==> src/rtl/alu_arbiter.sv <==
// Round-robin arbiter sharing one external combinational ALU between two requesters.
// Each accepted operation runs IDLE -> EXEC -> RESP and returns result, flags and requester ID.
module alu_arbiter #(
    parameter int unsigned W = 3
) (
    input  logic         clk,
    input  logic         rst_n,
    input  logic         req0_valid,
    output logic         req0_ready,
    input  logic [W-1:0] req0_a,
    input  logic [W-1:0] req0_b,
    input  logic [1:0]   req0_op,
    input  logic         req1_valid,
    output logic         req1_ready,
    input  logic [W-1:0] req1_a,
    input  logic [W-1:0] req1_b,
    input  logic [1:0]   req1_op,
    output logic [W-1:0] alu_a,
    output logic [W-1:0] alu_b,
    output logic [1:0]   alu_op,
    input  logic [W-1:0] alu_r,
    input  logic         alu_cf,
    input  logic         alu_sf,
    input  logic         alu_zf,
    output logic         rsp_valid,
    input  logic         rsp_ready,
    output logic         rsp_id,
    output logic [W-1:0] rsp_r,
    output logic         rsp_cf,
    output logic         rsp_sf,
    output logic         rsp_zf,
    output logic         busy
);

    typedef enum logic [1:0] {StIdle, StExec, StResp} state_e;

    state_e         state_q, state_d;
    logic           ptr_q, ptr_d;
    logic           id_q, id_d;
    logic [W-1:0]   a_q, a_d, b_q, b_d;
    logic [1:0]     op_q, op_d;
    logic           rsp_valid_q, rsp_valid_d;
    logic [W-1:0]   rsp_r_q, rsp_r_d;
    logic           rsp_cf_q, rsp_cf_d, rsp_sf_q, rsp_sf_d, rsp_zf_q, rsp_zf_d;
    logic           grant;
    logic           accept;

    // Pointer only matters when both requesters contend.
    always_comb begin
        grant = 1'b0;
        if (req0_valid && req1_valid) begin
            grant = ptr_q;
        end else if (req1_valid) begin
            grant = 1'b1;
        end
    end

    // Gated by rst_n so no handshake is advertised while reset is held.
    assign req0_ready = rst_n && (state_q == StIdle) && req0_valid && !grant;
    assign req1_ready = rst_n && (state_q == StIdle) && req1_valid && grant;
    assign accept     = req0_ready || req1_ready;

    always_comb begin
        state_d     = state_q;
        ptr_d       = ptr_q;
        id_d        = id_q;
        a_d         = a_q;
        b_d         = b_q;
        op_d        = op_q;
        rsp_valid_d = rsp_valid_q;
        rsp_r_d     = rsp_r_q;
        rsp_cf_d    = rsp_cf_q;
        rsp_sf_d    = rsp_sf_q;
        rsp_zf_d    = rsp_zf_q;
        unique case (state_q)
            StIdle: begin
                if (accept) begin
                    a_d     = grant ? req1_a  : req0_a;
                    b_d     = grant ? req1_b  : req0_b;
                    op_d    = grant ? req1_op : req0_op;
                    id_d    = grant;
                    state_d = StExec;
                end
            end
            StExec: begin
                rsp_r_d     = alu_r;
                rsp_cf_d    = alu_cf;
                rsp_sf_d    = alu_sf;
                rsp_zf_d    = alu_zf;
                rsp_valid_d = 1'b1;
                state_d     = StResp;
            end
            StResp: begin
                if (rsp_ready) begin
                    rsp_valid_d = 1'b0;
                    ptr_d       = ~id_q;
                    state_d     = StIdle;
                end
            end
            default: state_d = StIdle;
        endcase
    end

    always_ff @(posedge clk or negedge rst_n) begin
        if (!rst_n) begin
            state_q     <= StIdle;
            ptr_q       <= 1'b0;
            id_q        <= 1'b0;
            a_q         <= '0;
            b_q         <= '0;
            op_q        <= '0;
            rsp_valid_q <= 1'b0;
            rsp_r_q     <= '0;
            rsp_cf_q    <= 1'b0;
            rsp_sf_q    <= 1'b0;
            rsp_zf_q    <= 1'b0;
        end else begin
            state_q     <= state_d;
            ptr_q       <= ptr_d;
            id_q        <= id_d;
            a_q         <= a_d;
            b_q         <= b_d;
            op_q        <= op_d;
            rsp_valid_q <= rsp_valid_d;
            rsp_r_q     <= rsp_r_d;
            rsp_cf_q    <= rsp_cf_d;
            rsp_sf_q    <= rsp_sf_d;
            rsp_zf_q    <= rsp_zf_d;
        end
    end

    assign alu_a     = a_q;
    assign alu_b     = b_q;
    assign alu_op    = op_q;
    assign rsp_valid = rsp_valid_q;
    assign rsp_id    = id_q;
    assign rsp_r     = rsp_r_q;
    assign rsp_cf    = rsp_cf_q;
    assign rsp_sf    = rsp_sf_q;
    assign rsp_zf    = rsp_zf_q;
    assign busy      = (state_q != StIdle);

endmodule
==> config.mk <==
export PLATFORM = sky130hd
export DESIGN_NAME = alu_arbiter
export DESIGN_NICKNAME = d
export VERILOG_FILES = /design/src/rtl/alu_arbiter.sv
export SDC_FILE = /design/constraint.sdc
export NUM_CORES = 1
export LEC_CHECK = 0
export ABC_AREA = 1
export CORE_ASPECT_RATIO = 1.1
export CORE_MARGIN = 2
export CORE_UTILIZATION = 42
export CTS_BUF_LIST = sky130_fd_sc_hd__clkbuf_16
export DETAILED_ROUTE_END_ITERATION = 12
export PLACE_DENSITY_LB_ADDON = 0.1
export SKIP_LAST_GASP = 1
export SLEW_MARGIN = 5
export SYNTH_ARGS = -nofsm -noshare
export SYNTH_HDL_FRONTEND = slang
export SYNTH_SLANG_ARGS = --single-unit
==> constraint.sdc <==
create_clock -name clk -period 3.27 [get_ports clk]
set_clock_uncertainty 0.2 [all_clocks]
set_input_delay 0.981 -clock clk [delete_from_list [all_inputs] [get_ports clk]]
set_output_delay 0.981 -clock clk [all_outputs]
set_load 0.01 [all_outputs]
* Yosys cells after proc, flatten, opt, wreduce, memory -nomap -nowiden
Cells that the tools add are included.
** Word-level totals
- Register bits :: 19
- Bits in latches :: 0
- RAM bits :: 0
- Bits in read-only memories :: 0
- Memories kept :: 0
** Operators by class
- Add/sub/neg operators :: 0
- Multiply operators :: 0
- Divide/modulo/power cells :: 0
- $lt $le $gt $ge :: 0
- Equality and inequality tests :: 4
- Shift-type cells :: 0
- Multiplexer cells :: 10
- Bitwise operators :: 1
- Reduce and logical (&&, ||, !) cells :: 15
** Operators by type and width (count)
- $reduce_and A2 Y1 :: 4
- $logic_and A1 B1 Y1 :: 6
- $mux W2 :: 3
- $mux W3 :: 2
- $pmux W2 S3 :: 1
- $ne A2 B2 Y1 const B :: 2
- $reduce_bool A2 Y1 :: 2
- $mux W1 :: 3
- $eq A2 B1 Y1 const B :: 1
- $eq A2 B2 Y1 const B :: 1
- $logic_not A2 Y1 :: 1
- $pmux W1 S2 :: 1
- $logic_not A1 Y1 :: 1
- $logic_or A1 B1 Y1 :: 1
- $not A1 Y1 :: 1

* Longest topological paths before layout
- Word-level depth :: 7
- Gate-level depth with buffers :: 7
- Mapped depth without buffers :: 7

* Worst setup path after synthesis
No wires, ideal clock.
- Path type :: input port to output port
- Start point :: input req1_valid
- End point :: output req0_ready
- Arrival :: 1.461 ns
- Data required time :: 2.089 ns
- Setup slack :: 0.628 ns
- Stages on the path :: 4
- Path buffers :: 1
- Cells stage by stage :: buf_4 nand2_8 inv_2 nor2_1
** On the way
- Longest elaborated chain between the ends :: 4
- Elaborated cells on any way between the ends :: 5
- Classes of those cells :: 2 x mux; 3 x reduce/logical
** RTL lines
- from (decl) :: RTL line 13 : input logic req1_valid,
- $mux W1 / $logic_and A1 B1 Y1 (equally long branches) :: RTL line 53, 51
- $mux W1 * :: RTL line 51 : if (req0_valid && req1_valid) begin
- $logic_not A1 Y1 * :: RTL line 59 : assign req0_ready = rst_n && (state_q == StIdle) && req0_valid && !grant;
- $logic_and A1 B1 Y1 * :: RTL line 59
- to (decl) :: RTL line 9 : output logic req0_ready,
Mark *: on every way between the ends. The rest lies on a longest branch, timed or not.

* Worst setup path after layout
- Start point :: input rst_n
- End point :: output req1_ready
** On the way
- Longest elaborated chain between the ends :: 3
** RTL lines
- from (decl) :: RTL line 7 : input logic rst_n,
- $logic_and A1 B1 Y1 (3 in series) :: RTL line 60 : assign req1_ready = rst_n && (state_q == StIdle) && req1_valid && grant;
- to (decl) :: RTL line 14 : output logic req1_ready,
No other way between the ends.

==> results.py <==
metrics = {
    "floorplan": {
        "start_util_pct": 44.9,
        "fp.dieH_um": 53.0,
        "dieArea_um2": 2570,
        "fp-row-count": 17,
        "io_pins": 46,
        "core-area_um2": 2040,
        "die_w_um": 48.5,
    },
    "outcome": {
        "status": "finished, final reports clean",
    },
    "worst_setup_path": {
        "r2r_start": "state_q[1]$_DFFE_PN0P_",
        "cp_max_fo": 4,
        "worstPathArrival_ns": 1.82,
        "r2r_slack_ns": 1.89,
        "critPathLaunch": "rst_n",
        "critPathCaptureType": "output port",
        "start_kind": "primary input",
        "r2r-end": "alu_a[2]$_DFFE_PN0P_",
        "r2r_cells": 7,
        "critPathKind": "primary input to output port",
        "worstPathRequired_ns": 2.09,
    },
    "power": {
        "powerDensity_nw_per_um2": 772,
        "total_power_mw": 1.17,
        "p_sw_mw": 0.382,
        "clkPwrFrac_pct": 20.7,
        "pwr-share-seq_pct": 34.4,
        "p_comb_share_pct": 44.9,
        "ir_worst_vdd_mv": 0.553,
        "p_leak_nw": 0.797,
        "cellInternalPower_mw": 0.791,
        "swShare_pct": 32.6,
    },
    "grt": {
        "grt_max_degree": 15,
        "grt_pass1_vias": 909,
        "grt-ovfl-total": 0,
        "antenna_found_initial": 0,
        "grt_pass1_wl_mm": 3.90,
        "grt_usage_pct": 20.1,
    },
    "run": {
        "max_cap_viol_count": 0,
    },
    "yosys": {
        "syn-num-nets": 140,
        "syn_area_um2": 916,
        "ys_seq_area_share_pct": 51.9,
        "synth_edf_count": 0,
        "synthArstFlopShare_pct": 100,
        "yosysMostFrequentCell": "nand2_1",
        "yosys_warnings": 0,
        "synthFlopType": "dfrtp_1",
        "synth_top_area_share_pct": 51.9,
        "postSynthAreaPerCell_um2": 8.11,
        "ys_top_cells_by_area": "dfrtp_1 (52%), nand2_1 (23%), nand3_1 (9.8%), nand2_4 (2.5%), nand2_8 (2.2%)",
        "yosysUniqueCellTypes": 13,
        "yosys_register_bits": 19,
        "synth_cells": 113,
        "yosysTopAreaCell": "dfrtp_1",
        "yosys-top-cells-count": "nand2_1 (55), dfrtp_1 (19), nand3_1 (18), inv_1 (5), inv_2 (4)",
    },
    "hold_path": {
        "min_from": "rsp_cf$_DFFE_PN0P_",
        "hold_depth": 2,
        "hold_class": "flip-flop to flip-flop",
        "hold_end": "rsp_cf$_DFFE_PN0P_",
    },
    "sta": {
        "finalSetupViolations": 0,
        "finalCritPeriodShare_pct": 91.6,
        "setup_slack_ns": 0.273,
        "rsz0062_at_grt": "false",
        "finalHoldViolations": 0,
        "worstMarginPinSlew_ns": 0.298,
        "fin_crit_ns": 3.00,
        "slew_headroom_pct": 80.1,
        "clock.fmax_ghz": 0.334,
        "slew_viol_final": 0,
    },
    "drt": {
        "routedWlPerCell_um": 11.5,
        "wl_mm": 2.26,
        "drt-initial-drc-count": 14,
        "dr.pass1.iters": 4,
        "drc": 0,
        "vias": 932,
        "viasPerCell": 4.76,
        "detail-route-antenna-nets": 0,
    },
    "placement": {
        "gp_congestion": 0.791,
        "hpwlAfterDp_mm": 1.82,
        "port_buffers": 45,
        "preCtsSetupSlack_ns": -0.318,
    },
    "clock_tree": {
        "cts_setup_buffers": 0,
        "cts_root_buffer": "clkbuf_16",
        "htree_levels": 1,
        "cts_max_path_buffers": 2,
        "tritoncts": "done",
        "clk_latency_ns": 0.25,
        "numCtsBuffers": 3,
        "clk_pin_slew_ns": 0.05,
        "cts_num_sinks": 19,
    },
    "final_layout": {
        "areaGrowthSynthToFinish_pct": 66.0,
        "nets": 196,
        "drive_gt1_share_pct": 13.1,
        "num_antenna_cells": 0,
    },
}
-- final cells by class --
| cell class | instances | area [um^2] |
|---|---|---|
| inverters | 9 | 33.8 |
| clock buffers | 3 | 75.1 |
| repair buffers | 52 | 498 |
| flip-flops and latches | 19 | 475 |
| multi-input cells | 84 | 399 |
| clock inverters | 1 | 3.75 |
| well taps | 28 | 35.0 |
| fillers | 171 | 522 |
-- power by group through the flow --
stage	clock network (mW)	logic [mW]	registers, mW
2_1_floorplan	0	0.185	0.452
3_3_place_gp	0	0.522	0.403
3_5_place_dp	0	0.535	0.407
4_1_cts	0.247	0.535	0.405
5_1_grt	0.254	0.586	0.418
6_report	0.242	0.527	0.404
-- layer usage --
layer / wire length (um) / GRT usage (%) / vias up
li1: - / - / 469
met5: 0 / 0 / -
met4: 51 / 11.4 / 0
met1: 923 / 21.1 / 421
met2: 1160 / 39.8 / 37
met3: 120 / 1.98 / 5
-- timing repair --
item	in CTS	in global routing
setup endpoints to repair	2	1
hold buffers	0	0
gates resized for setup	4	4
endpoints found under the hold margin	0	0
-- sequential cells by signal, indices dropped and copies added, names as in the netlist --
| name | cells |
|---|---|
| rsp_valid | 1 |
| rsp_zf | 1 |
| state_q | 2 |
| rsp_id | 1 |
| rsp_r | 3 |
| ptr_q | 1 |
| rsp_sf | 1 |
| alu_a | 3 |
| rsp_cf | 1 |
| alu_op | 2 |
| alu_b | 3 |
-- cells in the final DEF, fill, tap and decap left out --
cell / instances
nand2_1: 55
clkdlybuf4s50_1: 40
dfrtp_1: 19
nand3_1: 18
buf_4: 7
inv_1: 6
inv_2: 4
o21ai_0: 3
clkbuf_16: 3
nand2_4: 2
nor2_2: 2
dlygate4sd2_1: 2
nand2_8: 1
nand4_2: 1
nor2_1: 1
a21oi_4: 1
clkbuf_2: 1
clkdlybuf4s15_1: 1
dlymetal6s2s_1: 1
-- logic make-up after synthesis --
logic type | after synthesis | share of synthesized area, %
buffers and inverters | 10 | 4.51
flip-flops | 19 | 51.9
AND/OR/NAND/NOR | 80 | 40.2
AO/OA/AOI/OAI | 4 | 3.42
-- metrics by stage --
stage               std cells  hold slack [ns]  utilization [%]  TNS (ns)  instance area (um^2)
floorplan                 113            0.273                -         0                   916
CTS                       196            0.271             74.4   -0.0416                  1520
global placement          192            0.253             70.8    -0.595                  1450
detailed placement        192            0.258             70.8    -0.613                  1450
global route              196            0.294             74.4         0                  1520
finish                    196            0.265             74.4         0                  1520
-- critical path: stages --
cell             delay [ns]
clkdlybuf4s15_1        0.25
inv_1                  0.07
nor2_2                 0.14
nand2_4                0.06
inv_1                  0.06
dlygate4sd2_1          0.26
-- worst max path at each step --
stage	endpoint	slack (ns)	cells after the start
6_report	req1_ready	0.27	6
5_1_grt	req1_ready	0.18	6
4_1_cts	req0_ready	-0.04	6
3_5_place_dp	req0_ready	-0.32	6
3_3_place_gp	req0_ready	-0.30	6
2_1_floorplan	req0_ready	0.63	4
No activity file was read; power rests on OpenSTA's default activity.
